===== src/rtl/sys_proto_pkg.sv =====
// Shared serial command protocol definitions: frame headers,
// command type encoding and per-type frame lengths.
package sys_proto_pkg;

  localparam logic [7:0] HDR_WR      = 8'hAA;
  localparam logic [7:0] HDR_RD      = 8'hBB;
  localparam logic [7:0] HDR_ALU     = 8'hCC;
  localparam logic [7:0] HDR_ALU_NOP = 8'hDD;

  typedef enum logic [1:0] {
    CMD_WR      = 2'd0,
    CMD_RD      = 2'd1,
    CMD_ALU     = 2'd2,
    CMD_ALU_NOP = 2'd3
  } cmd_type_e;

  localparam int LEN_WR      = 3;
  localparam int LEN_RD      = 2;
  localparam int LEN_ALU     = 4;
  localparam int LEN_ALU_NOP = 2;

  // Index of the final byte of a frame.
  function automatic logic [1:0] last_idx(cmd_type_e t);
    logic [1:0] r;
    r = 2'(LEN_RD - 1);
    unique case (t)
      CMD_WR:      r = 2'(LEN_WR - 1);
      CMD_RD:      r = 2'(LEN_RD - 1);
      CMD_ALU:     r = 2'(LEN_ALU - 1);
      CMD_ALU_NOP: r = 2'(LEN_ALU_NOP - 1);
      default:     r = 2'(LEN_RD - 1);
    endcase
    return r;
  endfunction

endpackage


===== src/rtl/sys_host_ctrl.sv =====
// Host command initiator: serialises one command into a byte frame
// on UART TX, then collects the single reply byte from UART RX.
// Ports: CLK/RST; CMD_* request + CMD_BUSY; TX_* byte out with
// TX_BUSY flow control; RX_* byte in; RSP_DATA/RSP_VLD/RSP_TIMEOUT.
module sys_host_ctrl
  import sys_proto_pkg::*;
#(
  parameter int TIMEOUT_CYCLES = 4096,
  parameter int TMO_W          = 12
) (
  input  logic       CLK,
  input  logic       RST,
  input  logic       CMD_VLD,
  input  logic [1:0] CMD_TYPE,
  input  logic [3:0] CMD_ADDR,
  input  logic [7:0] CMD_A,
  input  logic [7:0] CMD_B,
  input  logic [3:0] CMD_FUN,
  output logic       CMD_BUSY,
  output logic [7:0] TX_P_DATA,
  output logic       TX_D_VLD,
  input  logic       TX_BUSY,
  input  logic [7:0] RX_P_DATA,
  input  logic       RX_D_VLD,
  output logic [7:0] RSP_DATA,
  output logic       RSP_VLD,
  output logic       RSP_TIMEOUT
);

  typedef enum logic [2:0] {
    S_IDLE,
    S_SEND,
    S_WAIT_HI,
    S_WAIT_LO,
    S_WAIT_RSP,
    S_DONE
  } state_e;

  localparam logic [TMO_W-1:0] TMO_LAST =
    TMO_W'(TIMEOUT_CYCLES - 1);

  state_e            state_q, state_d;
  cmd_type_e         typ_q;
  logic [3:0]        addr_q, fun_q;
  logic [7:0]        a_q, b_q;
  logic [1:0]        idx_q, idx_d;
  logic [TMO_W-1:0]  tmo_q, tmo_d;
  logic [7:0]        frame_byte;
  logic              cap;

  logic       busy_d, txv_d, rspv_d, tmop_d;
  logic [7:0] txd_d, rspd_d;

  assign cap = (state_q == S_IDLE) && CMD_VLD;

  always_comb begin
    frame_byte = 8'h00;
    unique case (typ_q)
      CMD_WR: begin
        unique case (idx_q)
          2'd0:    frame_byte = HDR_WR;
          2'd1:    frame_byte = {4'b0, addr_q};
          default: frame_byte = a_q;
        endcase
      end
      CMD_RD: begin
        unique case (idx_q)
          2'd0:    frame_byte = HDR_RD;
          default: frame_byte = {4'b0, addr_q};
        endcase
      end
      CMD_ALU: begin
        unique case (idx_q)
          2'd0:    frame_byte = HDR_ALU;
          2'd1:    frame_byte = a_q;
          2'd2:    frame_byte = b_q;
          default: frame_byte = {4'b0, fun_q};
        endcase
      end
      default: begin
        unique case (idx_q)
          2'd0:    frame_byte = HDR_ALU_NOP;
          default: frame_byte = {4'b0, fun_q};
        endcase
      end
    endcase
  end

  always_comb begin
    state_d = state_q;
    idx_d   = idx_q;
    tmo_d   = tmo_q;
    busy_d  = CMD_BUSY;
    txd_d   = TX_P_DATA;
    txv_d   = 1'b0;
    rspd_d  = RSP_DATA;
    rspv_d  = 1'b0;
    tmop_d  = 1'b0;
    unique case (state_q)
      S_IDLE: begin
        if (CMD_VLD) begin
          state_d = S_SEND;
          idx_d   = 2'd0;
          busy_d  = 1'b1;
        end
      end
      S_SEND: begin
        if (!TX_BUSY) begin
          txd_d   = frame_byte;
          txv_d   = 1'b1;
          state_d = S_WAIT_HI;
        end
      end
      S_WAIT_HI: begin
        if (TX_BUSY) state_d = S_WAIT_LO;
      end
      S_WAIT_LO: begin
        if (!TX_BUSY) begin
          if (idx_q != last_idx(typ_q)) begin
            idx_d   = idx_q + 2'd1;
            state_d = S_SEND;
          end else if (typ_q == CMD_WR) begin
            state_d = S_DONE;
          end else begin
            tmo_d   = '0;
            state_d = S_WAIT_RSP;
          end
        end
      end
      S_WAIT_RSP: begin
        // A reply in the terminal-count cycle beats the timeout.
        if (RX_D_VLD) begin
          rspd_d  = RX_P_DATA;
          rspv_d  = 1'b1;
          busy_d  = 1'b0;
          state_d = S_IDLE;
        end else if (tmo_q == TMO_LAST) begin
          tmop_d  = 1'b1;
          busy_d  = 1'b0;
          state_d = S_IDLE;
        end else begin
          tmo_d = tmo_q + TMO_W'(1);
        end
      end
      S_DONE: begin
        rspd_d  = 8'h00;
        rspv_d  = 1'b1;
        busy_d  = 1'b0;
        state_d = S_IDLE;
      end
      default: state_d = S_IDLE;
    endcase
  end

  always_ff @(posedge CLK or posedge RST) begin
    if (RST) begin
      state_q     <= S_IDLE;
      idx_q       <= 2'd0;
      tmo_q       <= '0;
      typ_q       <= CMD_WR;
      addr_q      <= 4'h0;
      fun_q       <= 4'h0;
      a_q         <= 8'h00;
      b_q         <= 8'h00;
      CMD_BUSY    <= 1'b0;
      TX_P_DATA   <= 8'h00;
      TX_D_VLD    <= 1'b0;
      RSP_DATA    <= 8'h00;
      RSP_VLD     <= 1'b0;
      RSP_TIMEOUT <= 1'b0;
    end else begin
      state_q     <= state_d;
      idx_q       <= idx_d;
      tmo_q       <= tmo_d;
      CMD_BUSY    <= busy_d;
      TX_P_DATA   <= txd_d;
      TX_D_VLD    <= txv_d;
      RSP_DATA    <= rspd_d;
      RSP_VLD     <= rspv_d;
      RSP_TIMEOUT <= tmop_d;
      if (cap) begin
        typ_q  <= cmd_type_e'(CMD_TYPE);
        addr_q <= CMD_ADDR;
        fun_q  <= CMD_FUN;
        a_q    <= CMD_A;
        b_q    <= CMD_B;
      end
    end
  end

endmodule


===== config.mk =====
export PLATFORM = sky130hd
export DESIGN_NAME = sys_host_ctrl
export DESIGN_NICKNAME = d
export VERILOG_FILES = /design/src/rtl/sys_proto_pkg.sv /design/src/rtl/sys_host_ctrl.sv
export SDC_FILE = /design/constraint.sdc
export NUM_CORES = 1
export LEC_CHECK = 0
export ABC_CLOCK_PERIOD_IN_PS = 2250
export BUFFER_PORTS_ARGS = -buffer_cell sky130_fd_sc_hd__buf_4
export CORE_MARGIN = 3
export CORE_UTILIZATION = 45
export DETAILED_ROUTE_END_ITERATION = 7
export PLACE_DENSITY = 0.67
export SYNTH_ARGS = -nofsm -noshare
export SYNTH_HDL_FRONTEND = slang
export SYNTH_SLANG_ARGS = --single-unit

===== constraint.sdc =====
create_clock -name CLK -period 2.25 [get_ports CLK]
set_input_delay 0.225 -clock CLK [delete_from_list [all_inputs] [get_ports CLK]]
set_output_delay 0.225 -clock CLK [all_outputs]
set_load 0.01 [all_outputs]

==> results.ini <==
[routing]
final_antenna_net_count=0
wire_per_inst_um=14.44
viasPerCell=5.424
vias=2457
wl_um=6542
drc_errors=0
drtIter0Drc=96
drt-pass1-iter-count=4

[cells_and_area]
synthToLayoutAreaGrowth_pct=23.14
diodes=0
nets=400
drive_gt1_share_pct=30.28

[status]
outcome=completed

[grt]
grt_pass1_vias=2459
grt_pass1_wl_um=11460
grt.total_usage_pct=18.47
grt_max_degree=40
overflow=0
antenna_found_initial=0

[setup_path]
cp_num_buf_inv=0
crit_arrival_ns=2.24
r2r_cells=4
critPathKind=register to register
crit_cells=4
setup.worst_path.start_class=register
slowest_stage=or4b_4
worstPathRequired_ns=2.48
max_stage_delay_ns=0.62
cp_max_fo=12
cp_top_family=compound AO/OA/AOI/OAI gates
cp_cell_sequence=or4b_4, a41o_1, a22o_1, a21o_1
cp-end-kind=register

[clock_tree]
cts_root_buf=clkbuf_8
clk_pin_slew_ns=0.07
cts_tree=done
cts.sinks=63
htreeDepth=3
insertion_delay_ns=0.33
cts_buffers=9
cts_resized=0
clockBufferDepth=2

[synth]
postSynthCellCount=298
synth_edf_count=0
yosysWarningCount=0
syn_nets=342
ys_async_sr_fraction_pct=100.0
synth-main-ff-cell=dfrtp_1
ys_types=55
synth-seq-area-share_pct=50.18
synth_seq_cells=63
syn_area_per_cell_um2=10.54
syn-cell-area_mm2=0.003142

[sta]
tns_ns=0
setup_viol=0
hold_violations=0
finalClockSkew_ns=0.01098
min_period_over_period_pct=89.26
finalCriticalPeriod_ns=2.008
maxSlewViolCount=0
rsz0062_at_grt=false
maxSlewHeadroom_pct=63.23
fmax_ghz=0.4979
tightestPinTransition_ns=0.5507
fin_hold_ws_ns=0.1019

[die]
rows=29
die_y_um=89.56
dieArea_mm2=0.008020
ios=59
die_w_um=89.56
core_area_mm2=0.006568
initial_utilization_pct=47.84

[min_path]
min_path_type=input pin to register
min_path_cells=3

[power]
cellPowerDensity_mw_per_mm2=1195
clkPwrFrac_pct=19.7
switching_share_pct=34.60
vdd_ir_drop_max_v=0.0006109
pwr-share-seq_pct=41.9
intPower_mw=3.024
comb_power_share_pct=38.4
power.switching_mw=1.600
p_leak_nw=1.769

[job]
maxCapViolations=0

[place]
port-buffer-count=58
post-dp-hpwl_um=4721
gp_congestion=0.8800

-- synth_stat cells, types with 5 or more instances --
cell type,number,share of area [%]
clkbuf_1,14,1.7
nor3_1,9,1.4
a21oi_1,8,1.3
nor2_1,11,1.3
inv_1,9,1.1
a22o_1,8,2.2
nor2b_1,9,1.8
mux2_2,24,8.6
ha_1,5,2.0
a32o_1,5,1.6
o21ai_0,15,2.4
a31oi_1,11,2.2
nand3_1,12,1.9
a21o_1,6,1.4
nand2_1,26,3.1
dfrtp_1,63,50
-- power groups by stage --
| stage | registers, mW | clock network [mW] | logic, mW |
|---|---|---|---|
| final | 1.94 | 0.912 | 1.78 |
| after CTS | 1.94 | 0.936 | 1.80 |
| after global routing | 2.01 | 0.996 | 2.00 |
| after floorplan | 1.89 | 0 | 1.26 |
| after global placement | 1.94 | 0 | 1.74 |
| after detailed placement | 1.96 | 0 | 1.78 |
-- layer usage --
metal  GRT usage, %  wire length (um)  vias up
li1               -                 -     1222
met1          23.67              3013     1163
met2          29.59              3089       62
met3          5.161               332       10
met4          7.172               108        0
met5              0                 0        -
-- registers in the layout, indices dropped and copies added (netlist names) --
name,cells
tmo_q,12
typ_q,2
RSP_TIMEOUT,1
RSP_VLD,1
RSP_DATA,8
state_q,3
TX_P_DATA,8
a_q,8
fun_q,4
CMD_BUSY,1
TX_D_VLD,1
addr_q,4
b_q,8
idx_q,2
-- through the flow --
step	cell area, um^2	std cells	power [mW]	util (%)	setup slack, ns
floorplan	3142	298	3.142	-	0.2913
global placement	3680	437	3.688	56.03	0.2836
detailed placement	3680	437	3.743	56.03	0.2489
CTS	3869	453	4.668	58.91	0.2447
global route	3869	453	5.004	58.91	0.1279
finish	3869	453	4.623	58.91	0.2417
-- final cells by class --
| class | instances | area [um^2] |
|---|---|---|
| fill | 555 | 2699 |
| sequential | 63 | 1577 |
| multi-input combinational | 204 | 1421 |
| timing repair buffer | 68 | 538.0 |
| clock buffer | 11 | 131.4 |
| tap | 93 | 116.4 |
| clock inverter | 4 | 47.55 |
| inverter | 10 | 37.54 |
-- cells by family after synthesis --
| kind of cell | synth area share [%] |
|---|---|
| xor gates and xnor gates | 0.5576 |
| DFF | 50.18 |
| buffers and inverters | 4.659 |
| adders and majority gates | 1.991 |
| and+or+nand+nor | 16.21 |
| muxes | 9.239 |
| AOI/OAI and AO/OA | 17.17 |
-- layout by cell type (no fill, tap or decap), types with 2 or more instances in the layout --
cell type and n:
o41ai_1 2, o211ai_1 2, inv_1 8, nor3_1 9
a221oi_1 2, clkinv_2 2, nand2b_1 3, buf_12 2
clkbuf_8 9, mux2_2 24, nand3b_1 2, and3_1 3
a22o_1 8, dfrtp_1 63, o311ai_0 2, buf_4 65
nor2_1 11, ha_1 5, and2_1 2, xnor2_1 2
a21o_1 6, o31ai_1 2, a311oi_1 2, clkbuf_1 2
nor3b_1 3, a21oi_1 8, mux2i_1 2, a32oi_1 2
a31oi_1 11, nand4_1 3, nand2_1 26, o21ai_0 15
or4_1 2, nor2b_1 8, nand3_1 12, a32o_1 5
-- worst min-delay path: cells and delay by family --
family	cells	cell delay, ns
and+or+nand+nor	1	0.03
AOI/OAI and AO/OA	1	0.06
buffers and inverters	1	0.08
-- path summary, 6_finish.rpt --
kind / from / end / slack (ns)
max: state_q[1] / tmo_q[5] / 0.24
max reg2reg: state_q[1] / tmo_q[5] / 0.24
max in group asynchronous: RST / a_q[0] / 1.14
min reg2reg: TX_P_DATA[7] / TX_P_DATA[7] / 0.49
min: CMD_A[0] / a_q[0] / 0.10
min in group asynchronous: RST / tmo_q[11] / 0.50
-- what timing repair did --
item / in CTS / in global routing
endpoints found under the hold margin: 24 / 0
hold buffers: 1 / 0
endpoints found under the setup margin: 0 / 0
buffers inserted: 0 / 0
No activity file was read; power rests on OpenSTA's default activity.
